==> config.mk <==
export PLATFORM = sky130hd
export DESIGN_NAME = manchester_decoder
export DESIGN_NICKNAME = d
export VERILOG_FILES = /design/src/rtl/manchester_decoder.sv
export SDC_FILE = /design/constraint.sdc
export NUM_CORES = 1
export LEC_CHECK = 0
export BUFFER_PORTS_ARGS = -buffer_cell sky130_fd_sc_hd__buf_2
export CORE_MARGIN = 8
export CORE_UTILIZATION = 57
export DETAILED_ROUTE_END_ITERATION = 10
export PLACE_DENSITY = 0.76
export REMOVE_ABC_BUFFERS = 1
export SYNTH_ARGS = -nofsm -noshare
export SYNTH_HDL_FRONTEND = slang
export SYNTH_SLANG_ARGS = --single-unit
==> constraint.sdc <==
create_clock -name clk -period 3.05 [get_ports clk]
set_input_delay 0.305 -clock clk [delete_from_list [all_inputs] [get_ports clk]]
set_output_delay 0.305 -clock clk [all_outputs]
set_load 0.02 [all_outputs]
==> src/rtl/manchester_decoder.sv <==
// rtl/manchester_decoder.sv - Manchester line decoder: edge-spacing bit-phase lock, one decoded bit per period
module manchester_decoder #(
  parameter int SAMPLES_PER_BIT = 16
) (
  input  logic clk,
  input  logic rst,
  input  logic manchester_in,
  output logic data_out,
  output logic data_valid,
  output logic locked,
  output logic sync_err
);

  localparam int T_LO  = 3 * SAMPLES_PER_BIT / 4;
  localparam int T_HI  = 5 * SAMPLES_PER_BIT / 4;
  localparam int CNT_W = $clog2(2 * SAMPLES_PER_BIT) + 1;

  localparam logic [CNT_W-1:0] CNT_MAX = '1;
  localparam logic [CNT_W-1:0] T_LO_C  = CNT_W'(T_LO);
  localparam logic [CNT_W-1:0] T_HI_C  = CNT_W'(T_HI);

  typedef enum logic [1:0] {
    HUNT_IDLE,
    HUNT_MEAS,
    LOCKED
  } state_e;

  state_e           state_q, state_d;
  logic             s1_q, s1_d;
  logic             s2_q, s2_d;
  logic             s3_q, s3_d;
  logic             edge_q, edge_d;
  logic             rise_q, rise_d;
  logic [CNT_W-1:0] cnt_q, cnt_d;
  logic             bnd_q, bnd_d;
  logic             data_out_q, data_out_d;
  logic             data_valid_q, data_valid_d;
  logic             locked_q, locked_d;
  logic             sync_err_q, sync_err_d;
  logic [CNT_W-1:0] cnt_inc;

  always_ff @(posedge clk) begin
    if (rst) begin
      state_q      <= HUNT_IDLE;
      s1_q         <= 1'b0;
      s2_q         <= 1'b0;
      s3_q         <= 1'b0;
      edge_q       <= 1'b0;
      rise_q       <= 1'b0;
      cnt_q        <= '0;
      bnd_q        <= 1'b0;
      data_out_q   <= 1'b0;
      data_valid_q <= 1'b0;
      locked_q     <= 1'b0;
      sync_err_q   <= 1'b0;
    end else begin
      state_q      <= state_d;
      s1_q         <= s1_d;
      s2_q         <= s2_d;
      s3_q         <= s3_d;
      edge_q       <= edge_d;
      rise_q       <= rise_d;
      cnt_q        <= cnt_d;
      bnd_q        <= bnd_d;
      data_out_q   <= data_out_d;
      data_valid_q <= data_valid_d;
      locked_q     <= locked_d;
      sync_err_q   <= sync_err_d;
    end
  end

  // cnt_inc is the number of cycles since the last reference edge, as seen in this cycle.
  always_comb begin
    s1_d    = manchester_in;
    s2_d    = s1_q;
    s3_d    = s2_q;
    edge_d  = s2_q ^ s3_q;
    rise_d  = s2_q & ~s3_q;
    cnt_inc = (cnt_q == CNT_MAX) ? cnt_q : cnt_q + 1'b1;
  end

  always_comb begin
    state_d      = state_q;
    cnt_d        = cnt_inc;
    bnd_d        = bnd_q;
    data_out_d   = data_out_q;
    data_valid_d = 1'b0;
    locked_d     = locked_q;
    sync_err_d   = 1'b0;

    case (state_q)
      HUNT_IDLE: begin
        locked_d = 1'b0;
        if (edge_q) begin
          cnt_d   = '0;
          state_d = HUNT_MEAS;
        end
      end

      HUNT_MEAS: begin
        if (edge_q) begin
          cnt_d = '0;
          if (cnt_inc >= T_LO_C && cnt_inc <= T_HI_C) begin
            data_out_d   = ~rise_q;
            data_valid_d = 1'b1;
            locked_d     = 1'b1;
            bnd_d        = 1'b0;
            state_d      = LOCKED;
          end
        end else if (cnt_inc > T_HI_C) begin
          state_d = HUNT_IDLE;
        end
      end

      LOCKED: begin
        // An edge arriving past T_HI is not a qualifying edge, so timeout wins.
        if (cnt_inc > T_HI_C) begin
          sync_err_d = 1'b1;
          locked_d   = 1'b0;
          state_d    = HUNT_IDLE;
        end else if (edge_q) begin
          if (cnt_inc < T_LO_C) begin
            if (bnd_q) begin
              sync_err_d = 1'b1;
              locked_d   = 1'b0;
              state_d    = HUNT_IDLE;
            end else begin
              bnd_d = 1'b1;
            end
          end else begin
            data_out_d   = ~rise_q;
            data_valid_d = 1'b1;
            bnd_d        = 1'b0;
            cnt_d        = '0;
          end
        end
      end

      default: begin
        state_d  = HUNT_IDLE;
        locked_d = 1'b0;
      end
    endcase
  end

  assign data_out   = data_out_q;
  assign data_valid = data_valid_q;
  assign locked     = locked_q;
  assign sync_err   = sync_err_q;

endmodule
==> summary.md, run 1 <==
| Metric | Value |
|---|---|
| Cell at the slowest stage of the critical path | `or4_1` |
| Post-CTS sizing | `0` |
| Unrepaired setup endpoints after global routing | `false` |
| NetSw | `0.2532 mW` |
| Grt total ovfl | `0` |
| Antenna Nets Post-Route | `0` |
| Outcome | `finished clean` |
| Max FFs per register | `6` |
| Tmin final | `2.439 ns` |
| Clock skew | `0.001445 ns` |
| All-Layer GR Usage | `12.66%` |
| Placed cell area | `0.001057 sq mm` |
| Synth Warn # | `0` |
| Synth top area cells | `dfxtp_1 (35%), ha_1 (7.3%), nand2_1 (3.7%)` |
| Total CTS buffers | `3` |
| Pin count of the biggest net entering global routing | `14` |
| Initial antenna violation count | `0` |
| CP required | `3.27 ns` |
| Synth cell types | `46` |
| Synth top area share | `35.16%` |
| DR pass1 iterations | `4` |
| Crit path largest cell delay | `0.47 ns` |
| Setup CP Type | `flip-flop to flip-flop` |
| Die H | `58.40 um` |
| DR vias/cell | `5.742` |
| Comb pwr share | `37.9%` |
| Peak supply drop | `0.5569 mV` |
| Hold buffer count at CTS | `0` |
| Ys async rst share | `0%` |
| Clk_lat worst skew | `0.29 ns` |
| Internal power | `0.4490 mW` |
| LEAKAGE | `0.3883 nW` |
| Setup-failing EPs final | `0` |
| Nets | `136` |
| Clock buffer depth | `2` |
| CTS sink cnt | `18` |
| Power per cell area | `642.1 mW/mm^2` |
| N_diodes | `0` |
| Post-route core utilization | `64.03%` |
| Ports | `7` |
| Fmax | `0.4100 GHz` |
| Worst-path clk slew | `0.10 ns` |
| Clock power frac | `20.3%` |
| Worst setup SP type | `flip-flop` |
| Rel. slew slack | `76.24%` |
| Fin Setup TNS | `0 ns` |
| Die X | `58.40 um` |
| Seq cells post-synth | `18` |
| Port Buffers | `6` |
| Critical Path, Cell by Cell | `ha_1 > nand2b_2 > a2111oi_2 > or3_1 > o21ai_2 > or4_1 > a31oi_1` |
| Wirelength per Cell | `13.17 um` |
| Post-synthesis sequential area ratio | `35.16%` |
| CTS H-tree depth | `1` |
| Worst setup EP type | `flip-flop` |
| Clock root buffer | `clkbuf_4` |
| Top_reg_cell synth | `dfxtp_1` |
| Syn Std Cell Area | `0.001025 sq mm` |
| Core Footprint | `0.001708 sq mm` |
| Slew at the pin with the worst max-slew slack | `0.3475 ns` |
| Initial core utilization | `60.00%` |
| Area leader, netlist | `dfxtp_1` |
| Number of global-route vias before repair | `830` |
| Sw Ratio | `36.06%` |
| Post-CTS setup repair buffer count | `0` |
| Number of synthesized flops with an enable pin | `0` |
| WL final | `1988 um` |
| Post-detail-place hpwl | `1555 um` |
| Worst endpoint data arrival time | `2.66 ns` |
| Remaining DRCs | `0` |
| Final period util | `79.96%` |
| GPL Wtd Cong | `0.8178` |
| Sequential power share | `41.7%` |
| Total of max-cap violations | `0` |
| CP top delay family | `simple AND/OR/NAND/NOR gates` |
| CTS tree | `built` |
| Worst path bufs/invs | `0` |
| Final hold vios | `0` |
| Layout cells sized above 1 | `15.87%` |
| Layout overhead on the synthesized area | `6.716%` |
| Design area | `0.001094 sq mm` |
| DR iter-0 viols | `32` |
| # rows | `15` |
| Biggest regs | `cnt_q x6, state_q x2` |
| Cells after Synth | `120` |
| Global-route wire length before repair | `3456 um` |
| HP Class | `primary input to flip-flop` |
| Die area | `0.003411 sq mm` |
| Max FO, Critical Path | `6` |
| Avg Cell Area, Syn | `8.539 sq um` |
| Pins Over Slew Limit | `0` |
| Via count | `867` |
| Largest Register | `cnt_q` |
kinds of logic (layout without fill, tap and decap cells):
family / after synthesis / in the layout / share of synthesized area [%]
xor gates and xnor gates: 2 / 2 / 1.710
buffers and inverters: 12 / 18 / 5.739
muxes: 1 / 1 / 0.9768
AOI/OAI and AO/OA: 30 / 30 / 21.98
and+or+nand+nor: 51 / 51 / 27.11
adders and majority gates: 6 / 6 / 7.326
DFF: 18 / 18 / 35.17
routing by layer:
metal	routed length, um	up-vias	track usage (%)
li1	-	442	-
met1	902	392	14.68
met2	923	25	20.16
met3	108	8	2.826
met4	54	0	8.741
met5	0	-	0
per-stage QoR:
step                worst slack (ns)  total power, mW  cells  hold WS (ns)
finish                        0.6111           0.7022    151        0.2159
global route                  0.5059           0.7478    151        0.2218
CTS                           0.6055           0.7026    151        0.2145
detailed placement            0.6318           0.5598    147        0.4407
global placement              0.7198           0.5477    147        0.4257
floorplan                     0.9000           0.5000    116        0.3717
power by group through the flow:
stage	combinational, mW	clock [mW]	sequential (mW)
after global placement	0.254	0	0.294
after floorplan	0.210	0	0.290
after global routing	0.295	0.156	0.297
after CTS	0.264	0.147	0.292
final	0.266	0.143	0.293
after detailed placement	0.262	0	0.298
layout make-up:
cell class	count	area (sq um)
tap	25	31.28
multi-input combinational	90	605.6
inverter	8	30.03
timing repair buffer	6	30.03
clock buffer	4	36.28
fill	138	614.3
sequential	18	360.3
worst paths after layout:
| check | from | end | cells after the start | slack (ns) |
|---|---|---|---|---|
| hold reg to reg | s1_q | s2_q | 1 | 0.46 |
| hold / removal | manchester_in | s1_q | 2 | 0.22 |
| setup / recovery | cnt_q[0] | bnd_q | 7 | 0.61 |
| setup reg to reg | cnt_q[0] | bnd_q | 7 | 0.61 |
placed cells by master, fill, tap and decap left out, types with 2 or more instances in the layout:
| cell type | instances |
|---|---|
| dfxtp_1 | 18 |
| nor2b_1 | 4 |
| a2111oi_2 | 2 |
| ha_1 | 6 |
| nand3_1 | 5 |
| nand2_1 | 10 |
| nand2b_1 | 4 |
| o21ai_0 | 5 |
| a21oi_1 | 5 |
| or3_1 | 2 |
| inv_1 | 8 |
| clkbuf_4 | 3 |
| nor2_1 | 9 |
| nor3_1 | 5 |
| o211ai_1 | 3 |
| buf_2 | 6 |
| a31oi_1 | 2 |
cells in the mapped netlist, drive strengths merged, types with 2 or more instances:
| master | instances |
|---|---|
| dfxtp | 18 |
| nand2 | 11 |
| nor2 | 10 |
| inv | 8 |
| o21ai | 7 |
| ha | 6 |
| a21oi | 5 |
| nand2b | 5 |
| nand3 | 5 |
| nor3 | 5 |
| buf | 4 |
| nor2b | 4 |
| a2111oi | 3 |
| o211ai | 3 |
| a31oi | 2 |
| and2 | 2 |
| nor4 | 2 |
| or3 | 2 |
(Power assumes the default switching activity.)
==> inputs of run 2 (changes only) <==
--- a/config.mk
+++ b/config.mk
@@ -7,9 +7,9 @@
 export LEC_CHECK = 0
 export BUFFER_PORTS_ARGS = -buffer_cell sky130_fd_sc_hd__buf_2
 export CORE_MARGIN = 8
-export CORE_UTILIZATION = 57
+export CORE_UTILIZATION = 52
 export DETAILED_ROUTE_END_ITERATION = 10
-export PLACE_DENSITY = 0.76
+export PLACE_DENSITY = 0.73
 export REMOVE_ABC_BUFFERS = 1
 export SYNTH_ARGS = -nofsm -noshare
 export SYNTH_HDL_FRONTEND = slang
==> constraint.sdc (replaced) <==
create_clock -name clk -period 2.23 [get_ports clk]
set_input_delay 0.223 -clock clk [delete_from_list [all_inputs] [get_ports clk]]
set_output_delay 0.223 -clock clk [all_outputs]
set_load 0.02 [all_outputs]
==> run 2 against run 1 <==
Net effect: clock-buffer cell count unchanged; fmax up 12%; critical path depth unchanged; sequential power up 32%; flip-flop and latch count unchanged; wire length up 15%; clock skew up 0.0048 ns; via count up 8.3%; highest routed layer unchanged.
==> summary.md, run 2 (same netlist as run 1, synthesis figures left out) <==
| Metric | Value |
|---|---|
| Outcome | `finished clean` |
| Nets | `144 (+5.9%)` |
| Initial core utilization | `53.88% (-6.1 points)` |
| Total of max-cap violations | `0 (unchanged)` |
| Max FFs per register | `6 (unchanged)` |
| Worst setup margin | `0.05770 ns (-0.5534 ns)` |
| CTS sink cnt | `18 (unchanged)` |
| Layout overhead on the synthesized area | `17.70%` |
| Fmax | `0.4603 GHz (+12%)` |
| Peak supply drop | `0.5601 mV (+0.58%)` |
| Cells on worst reg2reg path | `7 (unchanged)` |
| Number of global-route vias before repair | `858 (+3.4%)` |
| Most common cell after layout, fill and taps aside | `dfxtp_1` |
| Hold depth | `2 (unchanged)` |
| Tmin final | `2.172 ns (-0.2666 ns)` |
| WL final | `2288 um (+15%)` |
| Clock skew | `0.006235 ns (+0.004790 ns)` |
| Power, Total | `1.058 mW (+51%)` |
| Max FO, Critical Path | `3 (-3)` |
| GR Util met2 | `19.82% (-0.34 points)` |
| HP Class | `primary input to flip-flop` |
| Remaining DRCs | `0 (unchanged)` |
| Final period util | `97.41% (+17 points)` |
| Total CTS buffers | `3 (unchanged)` |
| Pins Over Slew Limit | `0 (unchanged)` |
| Biggest regs | `cnt_q x6, state_q x2` |
| Grt total ovfl | `0 (unchanged)` |
| Clk_lat worst skew | `0.30 ns (about the same)` |
| Setup crit start | `cnt_q[1]` |
| Global-route wire length before repair | `3532 um (+2.2%)` |
| Hold_sp | `manchester_in` |
| Final hold vios | `0 (unchanged)` |
| Ports | `7 (unchanged)` |
| Slew at the pin with the worst max-slew slack | `0.4980 ns (+0.1505 ns)` |
| Clock buffer depth | `2 (unchanged)` |
| Met1 Resource Use GR | `16.05% (+1.4 points)` |
| Setup CP Type | `flip-flop to flip-flop` |
| Worst-path clk slew | `0.10 ns (about the same)` |
| Busiest grt layer | `met2` |
| Worst endpoint data arrival time | `2.41 ns (-0.25 ns)` |
| Clock root buffer | `clkbuf_4` |
| N_diodes | `0 (unchanged)` |
| Rel. slew slack | `66.76% (-9.5 points)` |
| Die area | `0.003647 sq mm (+6.9%)` |
| Core Footprint | `0.001902 sq mm (+11%)` |
| Min-Delay Endpoint | `s1_q` |
| Fin Setup TNS | `0 ns (unchanged)` |
| Port Buffers | `6 (unchanged)` |
| Via count | `939 (+8.3%)` |
| Wirelength per Cell | `14.21 um (+7.9%)` |
| Pre-CTS setup slack | `0.03246 ns (-0.5994 ns)` |
| DR iter-0 viols | `51 (+59%)` |
| Worst setup SP type | `flip-flop` |
| DR pass1 iterations | `4 (unchanged)` |
| All-Layer GR Usage | `12.68% (+0.022 points)` |
| Power per cell area | `876.8 mW/mm^2 (+37%)` |
| M3 GR Usage | `2.754% (-0.072 points)` |
| Die X | `60.39 um (+3.4%)` |
| Largest Register | `cnt_q` |
| Antenna Nets Post-Route | `0 (unchanged)` |
| Setup-failing EPs final | `0 (unchanged)` |
| GPL Wtd Cong | `0.8845 (+8.2%)` |
| CTS tree | `built` |
| # rows | `16 (+1)` |
| Most frequent cells in the layout | `dfxtp_1 (16), nand2_1 (10), nor2_1 (9)` |
| LEAKAGE | `0.4319 nW (+11%)` |
| Post-detail-place hpwl | `1581 um (+1.6%)` |
| DR vias/cell | `5.832 (+1.6%)` |
| Layout cells sized above 1 | `24.63% (+8.8 points)` |
| Reg2reg start | `cnt_q[1]` |
| Hold WS | `0.1396 ns (-0.07636 ns)` |
| Initial antenna violation count | `0 (unchanged)` |
| RR Endpoint | `bnd_q` |
| CTS H-tree depth | `1 (unchanged)` |
| CP required | `2.47 ns (-0.80 ns)` |
| Pin count of the biggest net entering global routing | `14 (unchanged)` |
| R2r setup slk | `0.06 ns (-0.55 ns)` |
| Worst setup EP type | `flip-flop` |
| Die H | `60.39 um (+3.4%)` |
==> run 2: cell types whose count changed in the layout (fill, tap and decap cells not counted), sizes merged <==
| cell | delta |
|---|---|
| buf | +8 |
==> run 2: where the power goes <==
| part | switching (mW) | internal (mW) | total, mW |
|---|---|---|---|
| registers | 0.0309 | 0.357 | 0.388 |
| clock network | 0.102 | 0.0997 | 0.201 |
| logic | 0.245 | 0.223 | 0.468 |
==> run 2: area by class of cell <==
| type | count | area, sq um |
|---|---|---|
| inverters | 8 | 30.03 |
| well taps | 27 | 33.78 |
| flip-flops and latches | 18 | 362.8 |
| multi-input cells | 90 | 653.1 |
| clock buffers | 4 | 36.28 |
| fillers | 166 | 695.7 |
| repair buffers | 14 | 90.09 |
==> run 2: worst max path at each step <==
stage / endpoint / slack (ns) / cells past startpoint
after global placement: cnt_q[2] / 0.11 / 8
after floorplan: bnd_q / 0.08 / 7
after global routing: bnd_q / -0.04 / 7
final: bnd_q / 0.06 / 7
after CTS: bnd_q / 0.01 / 7
after detailed placement: bnd_q / 0.03 / 7
==> run 2: per-stage QoR <==
stage / cells / util (%) / instance area (sq um)
detailed placement: 155 / 58.09 / 1105
CTS: 159 / 60.00 / 1141
global route: 161 / 63.42 / 1206
floorplan: 116 / - / 996.0
global placement: 155 / 58.09 / 1105
finish: 161 / 63.42 / 1206
==> run 2: what timing repair did <==
item                       in CTS  in global routing
resized for setup               0                  8
buffers inserted                0                  2
hold buffers                    0                  0
hold endpoints to repair        0                  0
setup endpoints to repair       0                  8
==> run 2: metal layers <==
layer	share of wire [%]	vias up	wire, um
met3	4.4	5	100
met5	0	-	0
met2	48	24	1106
met1	46	452	1043
li1	-	458	-
met4	1.7	0	38
==> run 2: worst max-delay path: stages (launching register included) <==
cell and delay (ns):
dfxtp_1 0.35, ha_2 0.28, nand2b_2 0.23, a2111oi_4 0.34, or3_4 0.21, o21ai_2 0.07
or4_1 0.51, a31oi_1 0.14
==> inputs of run 3 (changes only) <==
--- a/config.mk
+++ b/config.mk
@@ -7,9 +7,8 @@
 export LEC_CHECK = 0
 export BUFFER_PORTS_ARGS = -buffer_cell sky130_fd_sc_hd__buf_2
 export CORE_MARGIN = 8
-export CORE_UTILIZATION = 52
+export CORE_UTILIZATION = 44
 export DETAILED_ROUTE_END_ITERATION = 10
-export PLACE_DENSITY = 0.73
 export REMOVE_ABC_BUFFERS = 1
 export SYNTH_ARGS = -nofsm -noshare
 export SYNTH_HDL_FRONTEND = slang
==> run 3 against run 2 <==
Net effect: die area rose by 13%; global-route usage shrank 1.9 points; via count shrank 3.2%; setup slack improved by 0.044 ns; flip-flop and latch count unchanged; wire length down 1.3%; final area grew 0.41%; clock skew is 0.0028 ns lower; fmax is 2.1% higher; cell count grew 1.2%; hold slack worse by 0.0097 ns; highest routed layer unchanged.
==> summary.md, run 3 (same netlist as run 1, synthesis figures left out) <==
| Metric | Value |
|---|---|
| Fmax | `0.4698 GHz (+2.1%)` |
| Post-route core utilization | `54.75% (-8.7 points)` |
| Nets | `145 (+0.69%)` |
| Grt total ovfl | `0 (unchanged)` |
| Power per cell area | `871.8 mW/mm^2 (-0.57%)` |
| CTS H-tree depth | `1 (unchanged)` |
| Max FFs per register | `6 (unchanged)` |
| N_diodes | `0 (unchanged)` |
| Largest Register | `cnt_q` |
| GPL Wtd Cong | `0.7945 (-10%)` |
| Biggest regs | `cnt_q x6, state_q x2` |
| Hold_sp | `manchester_in` |
| CTS tree | `built` |
| Crit path largest cell delay | `0.49 ns (-0.02 ns)` |
| Cell at the slowest stage of the critical path | `or4_1` |
| Initial core utilization | `46.32% (-7.6 points)` |
| Slew at the pin with the worst max-slew slack | `0.4403 ns (-0.05771 ns)` |
| Worst setup EP type | `flip-flop` |
| Outcome | `finished clean` |
| Reg2reg start | `cnt_q[0]` |
| Via count | `909 (-3.2%)` |
| Worst-path clk slew | `0.10 ns (about the same)` |
| Remaining DRCs | `0 (unchanged)` |
| Die area | `0.004129 sq mm (+13%)` |
| Met2 wire length | `1116 um (+0.90%)` |
| Pins Over Slew Limit | `0 (unchanged)` |
| Core Footprint | `0.002212 sq mm (+16%)` |
| Tmin final | `2.128 ns (-0.04395 ns)` |
| DR iter-0 viols | `26 (-49%)` |
| Global-route wire length before repair | `3677 um (+4.1%)` |
| Inst Count DP | `159 (+2.6%)` |
| CP required | `2.46 ns (about the same)` |
| Post-CTS setup repair buffer count | `0 (unchanged)` |
| Total CTS buffers | `3 (unchanged)` |
| Wirelength per Cell | `13.85 um (-2.5%)` |
| Final hold vios | `0 (unchanged)` |
| Most common cell after layout, fill and taps aside | `dfxtp_1` |
| Port Buffers | `6 (unchanged)` |
| DR pass1 iterations | `4 (unchanged)` |
| Max layer used | `met4` |
| Placed cell area | `0.001129 sq mm (+2.2%)` |
| Setup-failing EPs final | `0 (unchanged)` |
| Die X | `64.26 um (+6.4%)` |
| Clk_lat worst skew | `0.30 ns (about the same)` |
| Post-detail-place hpwl | `1644 um (+4.0%)` |
| HP Class | `primary input to flip-flop` |
| Die H | `64.26 um (+6.4%)` |
| All-Layer GR Usage | `10.83% (-1.9 points)` |
| Peak supply drop | `0.6424 mV (+15%)` |
| Layout overhead on the synthesized area | `18.19%` |
| Most frequent cells in the layout | `dfxtp_1 (15), nand2_1 (10), nor2_1 (9), buf_4 (9), inv_1 (8)` |
| Worst endpoint data arrival time | `2.36 ns (-0.05 ns)` |
| WL final | `2258 um (-1.3%)` |
| Pin count of the biggest net entering global routing | `14 (unchanged)` |
| Worst setup SP type | `flip-flop` |
| Layout fillers | `220 (+33%)` |
| Setup CP Type | `flip-flop to flip-flop` |
| Critical Path, Cell by Cell | `ha_4 > nand2b_2 > a2111oi_4 > or3_4 > o21ai_2 > or4_1 > a31oi_1` |
| Total of max-cap violations | `0 (unchanged)` |
| Initial antenna violation count | `0 (unchanged)` |
| Final period util | `95.44% (-2.0 points)` |
| Ports | `7 (unchanged)` |
| Setup crit start | `cnt_q[0]` |
| Number of global-route vias before repair | `845 (-1.5%)` |
| Layout cells sized above 1 | `25.19% (+0.56 points)` |
| Met3 wire len | `46 um (-54%)` |
| Max FO, Critical Path | `3 (unchanged)` |
| Clock skew | `0.003484 ns (-0.002750 ns)` |
| Clock root buffer | `clkbuf_4` |
| CTS sink cnt | `18 (unchanged)` |
| # rows | `17 (+1)` |
| Wl on met1 | `1052 um (+0.86%)` |
| Final Non-Filler Cells | `163 (+1.2%)` |
| LEAKAGE | `0.4364 nW (+1.1%)` |
| Rel. slew slack | `70.61% (+3.9 points)` |
| DR vias/cell | `5.577 (-4.4%)` |
| Design area | `0.001211 sq mm (+0.41%)` |
| Clock buffer depth | `2 (unchanged)` |
| Antenna Nets Post-Route | `0 (unchanged)` |
[run 3: cell types whose count changed in the layout (fill, tap and decap cells not counted), sizes merged]
cell	change
buf	+1
[run 3: power breakdown]
group | switching [mW] | internal [mW]
clock | 0.103 | 0.0996
combinational | 0.240 | 0.218
sequential | 0.0359 | 0.359
total | 0.379 | 0.677
[run 3: layout make-up]
type | count | area [sq um] | share of cell area, %
Timing Repair Buffer | 15 | 97.59 | 8.058
Tap cell | 28 | 35.03 | 2.893
Clock buffer | 4 | 36.28 | 2.996
Sequential cell | 18 | 364.1 | 30.06
Inverter | 8 | 30.03 | 2.479
Multi-Input combinational cell | 90 | 648.1 | 53.51
[run 3: timing repair]
action,in CTS,in global routing
resized for setup,0,8
hold buffers,0,0
endpoints found under the setup margin,0,10
[run 3: worst max-delay path, delay by kind of cell (launching register included)]
kind	cells	cell delay, ns
compound gates	3	0.57
fa+ha+maj	1	0.23
flops	1	0.35
simple gates	3	0.91
[run 3: final timing paths]
kind | end | slack, ns | cells after the start
max reg2reg | bnd_q | 0.10 | 7
min reg2reg | s2_q | 0.45 | 1
min | s1_q | 0.13 | 2
max | bnd_q | 0.10 | 7
[run 3: stage by stage]
step,hold WS [ns],power [mW],TNS (ns),setup WS [ns]
detailed placement,0.4380,0.8013,0,0.05557
global route,0.1431,1.130,-0.03714,-0.02819
floorplan,0.2897,0.6839,0,0.07997
CTS,0.1275,1.004,0,0.02842
global placement,0.4345,0.7902,0,0.1098
finish,0.1298,1.056,0,0.1016
[run 3: per-layer routing]
layer,up-vias,GRT usage [%]
li1,463,-
met1,433,13.31
met2,9,17.27
met3,4,1.742
met4,0,6.540
met5,-,0
